### config.mk
export PLATFORM = sky130hd
export DESIGN_NAME = mc_control
export DESIGN_NICKNAME = d
export VERILOG_FILES = /design/src/rtl/mc_defs.sv /design/src/rtl/mc_opclass.sv /design/src/rtl/mc_control.sv
export SDC_FILE = /design/constraint.sdc
export NUM_CORES = 1
export LEC_CHECK = 0
export BUFFER_PORTS_ARGS = -buffer_cell sky130_fd_sc_hd__clkbuf_2
export CAP_MARGIN = 20
export CORE_MARGIN = 2
export CORE_UTILIZATION = 43
export DETAILED_ROUTE_END_ITERATION = 8
export PLACE_DENSITY = 0.8
export SETUP_SLACK_MARGIN = 0.15
export SYNTH_ARGS = -nofsm -noshare
export SYNTH_HDL_FRONTEND = slang
export SYNTH_SLANG_ARGS = --single-unit
### constraint.sdc
create_clock -name clk -period 1.7 [get_ports clk]
set_input_delay 0.34 -clock clk [delete_from_list [all_inputs] [get_ports clk]]
set_output_delay 0.34 -clock clk [all_outputs]
set_load 0.1 [all_outputs]
### src/rtl/mc_defs.sv
// ---------------------------------------------------------------------------
// mc_defs -- shared definitions for the multicycle MIPS control unit.
// Contents: FSM state codes, primary opcode constants (also used by the
// single-cycle decoder), opcode class codes, and the ALUOp / ALUSrcB /
// PCSource encodings. No ports; imported with "import mc_defs::*;".
// ---------------------------------------------------------------------------
package mc_defs;

    typedef enum logic [3:0] {
        S_FETCH  = 4'd0,
        S_DECODE = 4'd1,
        S_MEMADR = 4'd2,
        S_MEMRD  = 4'd3,
        S_MEMWB  = 4'd4,
        S_MEMWR  = 4'd5,
        S_REXEC  = 4'd6,
        S_ALUWB  = 4'd7,
        S_BRANCH = 4'd8,
        S_IEXEC  = 4'd9,
        S_JUMP   = 4'd10,
        S_JAL    = 4'd11
    } state_t;

    // Primary opcodes (instruction[31:26])
    localparam logic [5:0] OP_RTYPE = 6'b000000;
    localparam logic [5:0] OP_J     = 6'b000010;
    localparam logic [5:0] OP_JAL   = 6'b000011;
    localparam logic [5:0] OP_BEQ   = 6'b000100;
    localparam logic [5:0] OP_BNE   = 6'b000101;
    localparam logic [5:0] OP_ADDI  = 6'b001000;
    localparam logic [5:0] OP_SLTI  = 6'b001010;
    localparam logic [5:0] OP_SLTIU = 6'b001011;
    localparam logic [5:0] OP_ANDI  = 6'b001100;
    localparam logic [5:0] OP_ORI   = 6'b001101;
    localparam logic [5:0] OP_XORI  = 6'b001110;
    localparam logic [5:0] OP_LUI   = 6'b001111;
    localparam logic [5:0] OP_LW    = 6'b100011;
    localparam logic [5:0] OP_SW    = 6'b101011;

    // Opcode classes; CLS_NONE (0) doubles as "illegal" and the reset value.
    typedef enum logic [3:0] {
        CLS_NONE   = 4'd0,
        CLS_LW     = 4'd1,
        CLS_SW     = 4'd2,
        CLS_RTYPE  = 4'd3,
        CLS_BEQ    = 4'd4,
        CLS_BNE    = 4'd5,
        CLS_J      = 4'd6,
        CLS_JAL    = 4'd7,
        CLS_IADD   = 4'd8,
        CLS_ILOGIC = 4'd9,
        CLS_ISLT   = 4'd10
    } opclass_t;

    // ALUOp classes
    localparam logic [1:0] ALUOP_ADD   = 2'b00;
    localparam logic [1:0] ALUOP_SUB   = 2'b01;
    localparam logic [1:0] ALUOP_FUNCT = 2'b10;
    localparam logic [1:0] ALUOP_SLT   = 2'b11;

    // ALU B operand select
    localparam logic [1:0] SRCB_REG   = 2'b00;
    localparam logic [1:0] SRCB_FOUR  = 2'b01;
    localparam logic [1:0] SRCB_IMM   = 2'b10;
    localparam logic [1:0] SRCB_SHIMM = 2'b11;

    // Next-PC select
    localparam logic [1:0] PCSRC_ALU    = 2'b00;
    localparam logic [1:0] PCSRC_ALUOUT = 2'b01;
    localparam logic [1:0] PCSRC_JUMP   = 2'b10;

    // ALUOp for an immediate-class instruction; 00 for every other class.
    function automatic logic [1:0] imm_aluop(input opclass_t cls);
        case (cls)
            CLS_ILOGIC: imm_aluop = ALUOP_FUNCT;
            CLS_ISLT:   imm_aluop = ALUOP_SLT;
            default:    imm_aluop = ALUOP_ADD;
        endcase
    endfunction

endpackage

### src/rtl/mc_opclass.sv
// ---------------------------------------------------------------------------
// mc_opclass -- combinational decode of the 6-bit primary opcode into an
// instruction class used by the multicycle control FSM.
// Ports:
//   opcode  in  6  instruction[31:26]
//   opclass out 4  class code (CLS_NONE for unsupported opcodes)
// ---------------------------------------------------------------------------
module mc_opclass
    import mc_defs::*;
(
    input  logic [5:0] opcode,
    output opclass_t   opclass
);

    // Opcode to class lookup
    always_comb begin
        case (opcode)
            OP_LW:                       opclass = CLS_LW;
            OP_SW:                       opclass = CLS_SW;
            OP_RTYPE:                    opclass = CLS_RTYPE;
            OP_BEQ:                      opclass = CLS_BEQ;
            OP_BNE:                      opclass = CLS_BNE;
            OP_J:                        opclass = CLS_J;
            OP_JAL:                      opclass = CLS_JAL;
            OP_ADDI, OP_LUI:             opclass = CLS_IADD;
            OP_ANDI, OP_ORI, OP_XORI:    opclass = CLS_ILOGIC;
            OP_SLTI, OP_SLTIU:           opclass = CLS_ISLT;
            default:                     opclass = CLS_NONE;
        endcase
    end

endmodule

### src/rtl/mc_control.sv
// ---------------------------------------------------------------------------
// mc_control -- multicycle MIPS control FSM (Moore outputs).
// Optional feature: define MEM_HANDSHAKE_EN to make FETCH/MEMRD/MEMWR wait for
// mem_ready, with a WAIT_MAX-cycle timeout that sets err and returns to FETCH.
// Without it mem_ready is ignored and no wait counter exists.
// Ports:
//   clk, reset (async, active-high), opcode[5:0], mem_ready
//   PCWrite PCWriteCond IorD MemRead MemWrite IRWrite MemToReg RegDst
//   RegWrite ALUSrcA Link BranchNe           -- 1-bit controls
//   ALUSrcB[1:0] ALUOp[1:0] PCSource[1:0]     -- encoded selects
//   state[3:0] current state, err sticky fault flag
// ---------------------------------------------------------------------------
module mc_control
    import mc_defs::*;
#(
    parameter int WAIT_MAX = 15
) (
    input  logic       clk,
    input  logic       reset,
    input  logic [5:0] opcode,
    input  logic       mem_ready,
    output logic       PCWrite,
    output logic       PCWriteCond,
    output logic       IorD,
    output logic       MemRead,
    output logic       MemWrite,
    output logic       IRWrite,
    output logic       MemToReg,
    output logic       RegDst,
    output logic       RegWrite,
    output logic       ALUSrcA,
    output logic       Link,
    output logic       BranchNe,
    output logic [1:0] ALUSrcB,
    output logic [1:0] ALUOp,
    output logic [1:0] PCSource,
    output logic [3:0] state,
    output logic       err
);

    state_t   state_r;
    opclass_t class_r;
    opclass_t opclass_s;
    logic     err_r;
    logic     mem_state_s;
    logic     mem_stall_s;
    logic     mem_timeout_s;
    logic     fetch_go_s;

    mc_opclass u_opclass (
        .opcode  (opcode),
        .opclass (opclass_s)
    );

    assign mem_state_s = (state_r == S_FETCH) || (state_r == S_MEMRD) ||
                         (state_r == S_MEMWR);

`ifdef MEM_HANDSHAKE_EN
    localparam int CW = $clog2(WAIT_MAX + 1);
    logic [CW-1:0] wait_cnt_r;

    assign mem_stall_s   = mem_state_s && !mem_ready;
    assign mem_timeout_s = mem_stall_s && (wait_cnt_r == CW'(WAIT_MAX - 1));
    assign fetch_go_s    = mem_ready;

    // Consecutive mem_ready-low cycle counter, cleared on progress or timeout
    always_ff @(posedge clk or posedge reset) begin
        if (reset) begin
            wait_cnt_r <= '0;
        end else if (mem_stall_s && !mem_timeout_s) begin
            wait_cnt_r <= wait_cnt_r + CW'(1);
        end else begin
            wait_cnt_r <= '0;
        end
    end
`else
    logic unused_cfg;

    assign mem_stall_s   = 1'b0;
    assign mem_timeout_s = 1'b0;
    assign fetch_go_s    = 1'b1;
    assign unused_cfg    = mem_ready ^ mem_state_s ^ (WAIT_MAX == 0);
`endif

    // State, latched opcode class and sticky error flag
    always_ff @(posedge clk or posedge reset) begin
        if (reset) begin
            state_r <= S_FETCH;
            class_r <= CLS_NONE;
            err_r   <= 1'b0;
        end else if (mem_timeout_s) begin
            state_r <= S_FETCH;
            err_r   <= 1'b1;
        end else if (mem_stall_s) begin
            state_r <= state_r;
        end else begin
            case (state_r)
                S_FETCH:  state_r <= S_DECODE;
                S_DECODE: begin
                    // Dispatch uses the live opcode; later states use class_r.
                    class_r <= opclass_s;
                    case (opclass_s)
                        CLS_LW, CLS_SW:                 state_r <= S_MEMADR;
                        CLS_RTYPE:                      state_r <= S_REXEC;
                        CLS_BEQ, CLS_BNE:               state_r <= S_BRANCH;
                        CLS_J:                          state_r <= S_JUMP;
                        CLS_JAL:                        state_r <= S_JAL;
                        CLS_IADD, CLS_ILOGIC, CLS_ISLT: state_r <= S_IEXEC;
                        default: begin
                            state_r <= S_FETCH;
                            err_r   <= 1'b1;
                        end
                    endcase
                end
                S_MEMADR: state_r <= (class_r == CLS_SW) ? S_MEMWR : S_MEMRD;
                S_MEMRD:  state_r <= S_MEMWB;
                S_REXEC:  state_r <= S_ALUWB;
                S_IEXEC:  state_r <= S_ALUWB;
                default:  state_r <= S_FETCH;
            endcase
        end
    end

    logic       pc_write_s, pc_write_cond_s, iord_s, mem_read_s, mem_write_s;
    logic       ir_write_s, mem_to_reg_s, reg_dst_s, reg_write_s;
    logic       alu_src_a_s, link_s, branch_ne_s;
    logic [1:0] alu_src_b_s, alu_op_s, pc_source_s;

    // Moore output decode from state and latched class
    always_comb begin
        pc_write_s      = 1'b0;
        pc_write_cond_s = 1'b0;
        iord_s          = 1'b0;
        mem_read_s      = 1'b0;
        mem_write_s     = 1'b0;
        ir_write_s      = 1'b0;
        mem_to_reg_s    = 1'b0;
        reg_dst_s       = 1'b0;
        reg_write_s     = 1'b0;
        alu_src_a_s     = 1'b0;
        link_s          = 1'b0;
        branch_ne_s     = 1'b0;
        alu_src_b_s     = SRCB_REG;
        alu_op_s        = ALUOP_ADD;
        pc_source_s     = PCSRC_ALU;
        case (state_r)
            S_FETCH: begin
                mem_read_s  = 1'b1;
                ir_write_s  = fetch_go_s;
                pc_write_s  = fetch_go_s;
                alu_src_b_s = SRCB_FOUR;
            end
            S_DECODE: alu_src_b_s = SRCB_SHIMM;
            S_MEMADR: begin
                alu_src_a_s = 1'b1;
                alu_src_b_s = SRCB_IMM;
            end
            S_MEMRD: begin
                mem_read_s = 1'b1;
                iord_s     = 1'b1;
            end
            S_MEMWB: begin
                reg_write_s  = 1'b1;
                mem_to_reg_s = 1'b1;
            end
            S_MEMWR: begin
                mem_write_s = 1'b1;
                iord_s      = 1'b1;
            end
            S_REXEC: begin
                alu_src_a_s = 1'b1;
                alu_op_s    = ALUOP_FUNCT;
            end
            S_ALUWB: begin
                reg_write_s = 1'b1;
                reg_dst_s   = (class_r == CLS_RTYPE);
                // Immediate classes keep their ALUOp through writeback.
                alu_op_s    = imm_aluop(class_r);
            end
            S_BRANCH: begin
                alu_src_a_s     = 1'b1;
                alu_op_s        = ALUOP_SUB;
                pc_write_cond_s = 1'b1;
                pc_source_s     = PCSRC_ALUOUT;
                branch_ne_s     = (class_r == CLS_BNE);
            end
            S_IEXEC: begin
                alu_src_a_s = 1'b1;
                alu_src_b_s = SRCB_IMM;
                alu_op_s    = imm_aluop(class_r);
            end
            S_JUMP: begin
                pc_write_s  = 1'b1;
                pc_source_s = PCSRC_JUMP;
            end
            S_JAL: begin
                pc_write_s  = 1'b1;
                pc_source_s = PCSRC_JUMP;
                reg_write_s = 1'b1;
                link_s      = 1'b1;
            end
            default: pc_source_s = PCSRC_ALU;
        endcase
    end

    // Write-enables are forced low while reset is held, independent of clk.
    assign PCWrite     = pc_write_s      & ~reset;
    assign PCWriteCond = pc_write_cond_s & ~reset;
    assign MemWrite    = mem_write_s     & ~reset;
    assign RegWrite    = reg_write_s     & ~reset;
    assign IRWrite     = ir_write_s      & ~reset;
    assign IorD        = iord_s;
    assign MemRead     = mem_read_s;
    assign MemToReg    = mem_to_reg_s;
    assign RegDst      = reg_dst_s;
    assign ALUSrcA     = alu_src_a_s;
    assign Link        = link_s;
    assign BranchNe    = branch_ne_s;
    assign ALUSrcB     = alu_src_b_s;
    assign ALUOp       = alu_op_s;
    assign PCSource    = pc_source_s;
    assign state       = state_r;
    assign err         = err_r;

endmodule

==> flow_summary.toml, run 1 <==
[clocking]
ctsResizeCount = 40
root_buffer = "clkbuf_4"
cts_max_level = 1
clock_path_buffers = 2
cts_hold_buf = 0
post_cts_buffers = 9
cts_sinks = 9
cts_inserted_buffers = 3

[synth]
netlist_top_cells_area = "dfrtp_1, ha_1, nand2b_1, nand2_1, nor2_1"
syn_area_sq_um = 867
synth_cells = 111
synth_seq_cells = 9
synth-edff-count = 0
synthDistinctLibCells = 42
synth_flop_cell = "dfrtp_1"
yosys-top-cells-count = "nand2_1, nor2_1, dfrtp_1, inv_1, nand2b_1"
synth-warning-count = 0
avgSynthCellArea_sq_um = 7.81
synthArstFlopShare_pct = 100
synth_nets = 124
synth_top_cell_by_area = "dfrtp_1"
ys_seq_area_share_pct = 26.0
yosysTopAreaCellShare_pct = 26.0

[placed_design]
placed_area_sq_um = 1690
port_buffers = 30
place_hpwl_um = 2920
dp.cells = 191
routabilityCongestion = 0.807

[floorplan]
die_w_um = 48.9
pin_count = 32
initial_utilization_pct = 45.1
die_h_um = 48.9
rows = 16

[run_status]
stop_stage = "4_1_cts"
stop_error = "[ERROR DPL-0038] Utilization greater than 100%, impossible to legalize"
status = "did not finish"
cells by family after synthesis:
family / Yosys count / share of synthesized area [%]
buffers and inverters: 14 / 8.23
adders and majority gates: 4 / 5.77
and+or+nand+nor: 57 / 37.1
AOI/OAI and AO/OA: 24 / 19.9
DFF: 9 / 26.0
xor gates and xnor gates: 3 / 3.03
stage by stage:
| stage | utilization (%) | hold WS [ns] | setup slack, ns |
|---|---|---|---|
| 3_5_place_dp | 87.8 | 0.497 | -0.323 |
| 3_3_place_gp | 87.8 | 0.471 | -0.243 |
| 2_1_floorplan | - | 0.183 | -1.09 |
==> run 2, diff against run 1 <==
--- a/config.mk
+++ b/config.mk
@@ -7,11 +7,10 @@
 export LEC_CHECK = 0
 export BUFFER_PORTS_ARGS = -buffer_cell sky130_fd_sc_hd__clkbuf_2
 export CAP_MARGIN = 20
-export CORE_MARGIN = 2
-export CORE_UTILIZATION = 43
+export CORE_AREA = 2 2 63 65
 export DETAILED_ROUTE_END_ITERATION = 8
-export PLACE_DENSITY = 0.8
-export SETUP_SLACK_MARGIN = 0.15
+export DIE_AREA = 0 0 65 67
+export PLACE_DENSITY_LB_ADDON = 0.15
 export SYNTH_ARGS = -nofsm -noshare
 export SYNTH_HDL_FRONTEND = slang
 export SYNTH_SLANG_ARGS = --single-unit
==> constraint.sdc (replaced) <==
create_clock -name clk -period 2.2 [get_ports clk]
set_input_delay 0.44 -clock clk [delete_from_list [all_inputs] [get_ports clk]]
set_output_delay 0.44 -clock clk [all_outputs]
set_load 0.1 [all_outputs]
==> run 2 against run 1 <==
Effect of this change:
- the run now ends clean
- area after synthesis unchanged
- synthesized cell count unchanged
==> flow_summary.toml, run 2 <==
[finish]
final_area_sq_um = 1530
area_growth_pct = 76.3
drive_gt1_share_pct = 49.7
nNetsFinal = 161
final.fill_count = 356
diodes = 0
final_core_util_pct = 42.4
layout_common_cells = "clkbuf_2, buf_12, buf_4, nand2_1, inv_1"

[placed_design]
routabilityCongestion = 0.804
port_buffers = 30
placed_area_sq_um = 1460
place_hpwl_um = 2010
place_ws_ns = 0.0696

[timing]
finalCriticalPeriod_ns = 2.14
max_slew_margin_pct = 64.1
final-setup-viol-count = 0
max_clock_freq_ghz = 0.467
fin_crit_sh_pct = 97.3
setup_ws_ns = 0.0584
worst_clock_skew_ns = 0.00158
finalHoldViolCount = 0
finalMaxSlewViolations = 0
hold_ws_ns = 0.368
worstMarginPinSlew_ns = 0.541
rsz0062_at_grt = "yes"

[critical_path]
cp-start-kind = "flip-flop"
worstSetupPathType = "reg2out"
r2r_cells = 6
critPathArrivalTime_ns = 1.70
critPathCaptureType = "output port"
crit_required_ns = 1.76
r2r_slack_ns = 0.26
crit_path_max_fanout = 9

[synth]
synth-edff-count = 0
ys_seq_area_share_pct = 26.0
synthArstFlopShare_pct = 100
avgSynthCellArea_sq_um = 7.81
synth_nets = 124
synth_seq_cells = 9
yosysTopAreaCellShare_pct = 26.0
synth_cells = 111
synth-warning-count = 0
yosys-top-cells-count = "nand2_1, nor2_1, dfrtp_1, inv_1, nand2b_1"
synthDistinctLibCells = 42
netlist_top_cells_area = "dfrtp_1, ha_1, nand2b_1, nand2_1, nor2_1"
syn_area_sq_um = 867
synth_flop_cell = "dfrtp_1"
synth_top_cell_by_area = "dfrtp_1"

[routing]
vias_per_cell = 4.83
drt-initial-drc-count = 41
post-route-drc-count = 0
ant_nets = 0
routed_wl_um = 2420
wl_per_cell_um = 12.4
vias = 942
drtPass1Iterations = 4

[floorplan]
core_sq_um = 3610
rows = 22
pin_count = 32
initial_utilization_pct = 24.0
dieArea_sq_um = 4360
die_h_um = 67
die_w_um = 65

[worst_hold_path]
hp-class = "in2async"

[pwr]
p_leak_uw = 0.000621
p_total_uw = 2220
power.density_nw_per_um2 = 1450
peakVddDrop_mv = 0.330

[clocking]
cts_max_level = 1
root_buffer = "clkbuf_8"
cts_sinks = 9
path_clk_slew_ns = 0.04
cts_inserted_buffers = 3
clock_path_buffers = 2
insertion_delay_ns = 0.23
cts_tree = "done"
cts_hold_buf = 0

[grt]
track_usage_pct = 12.0
antenna_found_initial = 0
overflow = 0
grt_pass1_wl_um = 4110
grt_max_degree = 11
grt_pass1_vias = 972

[run_status]
status = "complete, no violations"

[flow_run]
max_cap_violations = 0
run 2: cell counts after synthesis:
No cell type changed its count.
run 2: what timing repair did:
item,4_1_cts,5_1_grt
gates resized for setup,0,3
gates cloned,0,0
buffers inserted,1,0
setup endpoints to repair,1,5
pin swaps,2,3
run 2: cell type report:
class / instances / area, sq um / area share (%)
clock buffers: 4 / 45.0 / 2.95
inverters: 7 / 26.3 / 1.72
multi-input cells: 88 / 734 / 48.0
flip-flops and latches: 9 / 240 / 15.7
well taps: 48 / 60.1 / 3.93
repair buffers: 39 / 423 / 27.7
run 2: worst paths after layout:
path	startpoint	end
min reg2reg	err	err
min	reset	state[1]
max	state[2]	PCWrite
max in group asynchronous	reset	state[2]
min in group clk	err	err
max reg2reg	state[1]	err
run 2: power by group:
part / switching (uW) / total, uW / internal (uW)
sequential: 72.3 / 307 / 235
combinational: 1190 / 1730 / 540
clock: 62.0 / 188 / 126
total: 1320 / 2220 / 901
run 2: layer usage:
metal / global-route usage (%) / part of all wire, % / routed length (um) / vias up
li1: - / - / - / 469
met1: 12.8 / 42 / 1000 / 438
met2: 22.8 / 51 / 1240 / 28
met3: 1.35 / 4.8 / 116 / 7
met4: 6.38 / 2.4 / 59 / 0
met5: 0 / 0 / 0 / -
run 2: logic make-up after synthesis:
family | count (synthesis) | share of synthesized area, %
AOI/OAI and AO/OA | 24 | 19.9
xor gates and xnor gates | 3 | 3.03
adders and majority gates | 4 | 5.77
buffers and inverters | 14 | 8.23
DFF | 9 | 26.0
and+or+nand+nor | 57 | 37.1
run 2: worst max-delay path, stage by stage (launching register included):
cell and delay (ns):
dfrtp_4 0.48, buf_4 0.18, or2_4 0.28, nor3_4 0.23, a21o_4 0.13, buf_12 0.16
run 2: per-stage QoR:
step | setup TNS, ns | cells
5_1_grt | -0.00868 | 195
6_report | 0 | 195
2_1_floorplan | -5.77 | 111
3_3_place_gp | 0 | 190
4_1_cts | 0 | 195
3_5_place_dp | 0 | 190
Note: power is estimated with default switching activity, not from simulation.
==> run 3, diff against run 2 <==
==> constraint.sdc (replaced) <==
create_clock -name clk -period 2.4 [get_ports clk]
set_input_delay 0.48 -clock clk [delete_from_list [all_inputs] [get_ports clk]]
set_output_delay 0.48 -clock clk [all_outputs]
set_load 0.1 [all_outputs]
==> run 3 against run 2 <==
Effect of this change:
- core utilization down 3.9 points
- worst setup slack improved by 0.021 ns
- final area fell by 9.1%
==> flow_summary.toml, run 3 (synthesis results as in run 2) <==
[floorplan]
initial_utilization_pct = 24.0
core_sq_um = 3610
die_h_um = 67
rows = 22
pin_count = 32
die_w_um = 65
dieArea_sq_um = 4360

[critical_path]
crit_required_ns = 1.92
startpoint = "state[1]"
r2r_start = "state[1]"
cp-start-kind = "flip-flop"
critPathCaptureType = "output port"
critPathArrivalTime_ns = 1.84
crit_path_max_fanout = 13
worstSetupPathType = "reg2out"

[finish]
area_growth_pct = 60.3
drive_gt1_share_pct = 46.1
final.fill_count = 380
final_cells = 189
mostFrequentLayoutCell = "clkbuf_2"
nNetsFinal = 155
multi_input_comb_area_sq_um = 718
diodes = 0
register_area_sq_um = 240
layout_common_cells = "clkbuf_2, nand2_1, buf_12, inv_1, buf_4"

[clocking]
cts_tree = "done"
cts_hold_buf = 0
path_clk_slew_ns = 0.04
clock_path_buffers = 2
root_buffer = "clkbuf_8"
cts_max_level = 1
cts_inserted_buffers = 3
insertion_delay_ns = 0.23
cts_sinks = 9

[run_status]
status = "complete, no violations"

[timing]
fin_crit_sh_pct = 96.7
finalMaxSlewViolations = 0
worst_clock_skew_ns = 0.00329
max_slew_margin_pct = 64.1
max_clock_freq_ghz = 0.431
finalHoldViolCount = 0
finalCriticalPeriod_ns = 2.32
rsz0062_at_grt = "no"
hold_ws_ns = 0.399
final-setup-viol-count = 0
worstMarginPinSlew_ns = 0.541

[placed_design]
place_hpwl_um = 1870
port_buffers = 30
dp.cells = 185
routabilityCongestion = 0.804

[flow_run]
max_cap_violations = 0

[grt]
overflow = 0
grt_max_degree = 14
grt_pass1_vias = 873
grt_pass1_wl_um = 3990
track_usage_pct = 11.5
antenna_found_initial = 0

[routing]
wl_per_cell_um = 12.0
vias_per_cell = 4.71
vias = 890
drtPass1Iterations = 4
post-route-drc-count = 0
routed_wl_um = 2260
drt-initial-drc-count = 24
ant_nets = 0

[worst_hold_path]
hp-class = "in2async"

[pwr]
p_leak_uw = 0.000567
peakVddDrop_mv = 0.393
power.density_nw_per_um2 = 1370
==> run 3: cell type report <==
cell class | count | area share (%)
multi-input cells | 88 | 51.7
repair buffers | 33 | 21.6
flip-flops and latches | 9 | 17.3
well taps | 48 | 4.32
clock buffers | 4 | 3.24
inverters | 7 | 1.89
==> run 3: per-layer routing <==
| layer | share of wire [%] | GRT usage, % | vias up |
|---|---|---|---|
| li1 | - | - | 459 |
| met1 | 45 | 15.0 | 406 |
| met2 | 50 | 19.7 | 23 |
| met3 | 3.8 | 0.676 | 2 |
| met4 | 1.0 | 4.79 | 0 |
| met5 | 0 | 0 | - |
==> run 3: what timing repair did <==
item,4_1_cts,5_1_grt
buffers inserted,0,0
setup endpoints to repair,0,1
resized for setup,0,0
==> run 3: worst paths after layout <==
kind	end	slack [ns]	cells past startpoint
hold / removal	state[1]	0.40	3
setup reg to reg	err	0.52	4
hold reg to reg	err	0.50	2
setup / recovery	BranchNe	0.08	4
min in group clk	err	0.50	2
max in group asynchronous	state[0]	1.85	3
==> run 3: per-stage QoR <==
| step | setup slack [ns] | power, uW | utilization (%) | TNS (ns) | instance area [sq um] |
|---|---|---|---|---|---|
| 5_1_grt | 0.0167 | 2010 | 38.5 | 0 | 1390 |
| 3_3_place_gp | 0.176 | 1740 | 37.3 | 0 | 1350 |
| 4_1_cts | 0.0277 | 1920 | 38.5 | 0 | 1390 |
| 2_1_floorplan | -0.527 | 1500 | - | -3.42 | 1060 |
| 6_report | 0.0796 | 1900 | 38.5 | 0 | 1390 |
| 3_5_place_dp | 0.163 | 1740 | 37.3 | 0 | 1350 |
==> run 3: report_power, final <==
group	total, uW	internal, uW	switching (uW)	leakage (uW)
Sequential	303	215	87.5	0.000109
Clock	172	115	56.6	0.0000228
Combinational	1430	387	1040	0.000436
Total	1900	718	1180	0.000567
==> run 3: worst max-delay path, stage by stage (launching register included) <==
cell and delay, ns:
dfrtp_4 0.54, or2_4 0.30, or2_4 0.27, nor4_4 0.27, buf_12 0.21
==> run 4, diff against run 3 <==
--- a/config.mk
+++ b/config.mk
@@ -7,6 +7,8 @@
 export LEC_CHECK = 0
 export BUFFER_PORTS_ARGS = -buffer_cell sky130_fd_sc_hd__clkbuf_2
 export CAP_MARGIN = 20
+export CELL_PAD_IN_SITES_DETAIL_PLACEMENT = 1
+export CELL_PAD_IN_SITES_GLOBAL_PLACEMENT = 1
 export CORE_AREA = 2 2 63 65
 export DETAILED_ROUTE_END_ITERATION = 8
 export DIE_AREA = 0 0 65 67
==> run 4 against run 3 <==
Effect of this change:
- core utilization grew 0.76 points
- cell count grew 1.1%
- register-to-register slack lost 0.16 ns
- global-route usage grew 1.1 points
- critical endpoint unchanged
==> flow_summary.toml, run 4 (synthesis results as in run 2) <==
[finish]
layout_common_cells = "clkbuf_2, nand2_1, buf_12, inv_1, buf_4"
area_growth_pct = 63.5
diodes = 0
final_core_util_pct = 39.3
drive_gt1_share_pct = 46.9
mostFrequentLayoutCell = "clkbuf_2"
final_cells = 191
nNetsFinal = 157

[clocking]
cts_inserted_buffers = 3
ctsResizeCount = 0
cts_max_level = 1
cts_tree = "done"
insertion_delay_ns = 0.23
clock_path_buffers = 2
root_buffer = "clkbuf_8"
cts_sinks = 9
path_clk_slew_ns = 0.04

[run_status]
status = "complete, no violations"

[timing]
finalCriticalPeriod_ns = 2.32
setup_ws_ns = 0.0762
hold_ws_ns = 0.370
finalMaxSlewViolations = 0
worst_clock_skew_ns = 0.000222
finalHoldViolCount = 0
max_slew_margin_pct = 59.5
rsz0062_at_grt = "no"
worstMarginPinSlew_ns = 0.600
final-setup-viol-count = 0
fin_crit_sh_pct = 96.8
max_clock_freq_ghz = 0.430

[routing]
drt-initial-drc-count = 22
routed_wl_um = 2540
vias_per_cell = 4.84
drtPass1Iterations = 4
met3_length_um = 99
top_layer_used = "met4"
wl_per_cell_um = 13.3
post-route-drc-count = 0
wl_met1_um = 1130
vias = 924
ant_nets = 0
route.met2.wl_um = 1300

[grt]
track_usage_pct = 12.6
grt_pass1_wl_um = 4320
overflow = 0
antenna_found_initial = 0
grt_max_degree = 14
grt_pass1_vias = 914

[critical_path]
worstSetupPathType = "reg2out"
critPathArrivalTime_ns = 1.84
critPathCaptureType = "output port"
r2r_end = "err"
cp-start-kind = "flip-flop"
startpoint = "state[1]"
r2r_cells = 5
crit_required_ns = 1.92
crit_path_max_fanout = 13
r2r_start = "state[2]"
r2r_slack_ns = 0.36
crit_end = "BranchNe"

[floorplan]
die_h_um = 67
core_sq_um = 3610
rows = 22
pin_count = 32
die_w_um = 65
dieArea_sq_um = 4360
initial_utilization_pct = 24.0

[flow_run]
max_cap_violations = 0

[pwr]
p_leak_uw = 0.000582
power.density_nw_per_um2 = 1380
p_total_uw = 1950
peakVddDrop_mv = 0.360

[worst_hold_path]
hp-class = "in2async"

[placed_design]
routabilityCongestion = 0.725
place_ws_ns = 0.141
dp.cells = 184
place_hpwl_um = 2130
port_buffers = 30
[run 4: changes by cell type in the layout (fill, tap and decap cells not counted)]
cell / before / now
buf_4: 6 / 7
buf_12: 8 / 9
[run 4: layout make-up]
type                    instances  area [sq um]
repair buffers                 35           328
fillers                       443          2190
inverters                       7          26.3
well taps                      48          60.1
flip-flops and latches          9           240
multi-input cells              88           718
clock buffers                   4          45.0
[run 4: worst min path at each step]
stage               startpoint         end  slack, ns  cells after the start
floorplan                reset  class_r[0]       0.32                      1
global placement           err         err       0.48                      2
detailed placement         err         err       0.49                      2
CTS                      reset  class_r[0]       0.39                      2
global route             reset    state[2]       0.42                      2
finish                   reset    state[2]       0.37                      2
[run 4: report_power, final]
part	internal, uW	switching, uW	total [uW]
Combinational	416	1060	1480
Sequential	215	84.9	300
Clock	116	58.6	174
Total	747	1210	1950
[run 4: metrics by stage]
| step | cell area, sq um | TNS [ns] |
|---|---|---|
| final | 1420 | 0 |
| after global routing | 1420 | 0 |
| after CTS | 1400 | 0 |
| after detailed placement | 1350 | 0 |
| after global placement | 1350 | 0 |
| after floorplan | 1060 | -3.42 |
[run 4: worst max-delay path, stage by stage, from the launching register on]
cell and delay [ns]:
dfrtp_4 0.55, or2_4 0.30, or2_4 0.27, nor4_4 0.27, buf_12 0.21
[run 4: metal layers]
layer | global-route usage, % | up-vias
met4 | 2.39 | 0
met5 | 0 | -
met3 | 2.20 | 2
met1 | 15.6 | 444
li1 | - | 460
met2 | 22.9 | 18
[run 4: repair_timing]
action | CTS | global route
endpoints found under the setup margin | 0 | 2
hold buffers | 0 | 0
setup buffers | 0 | 3
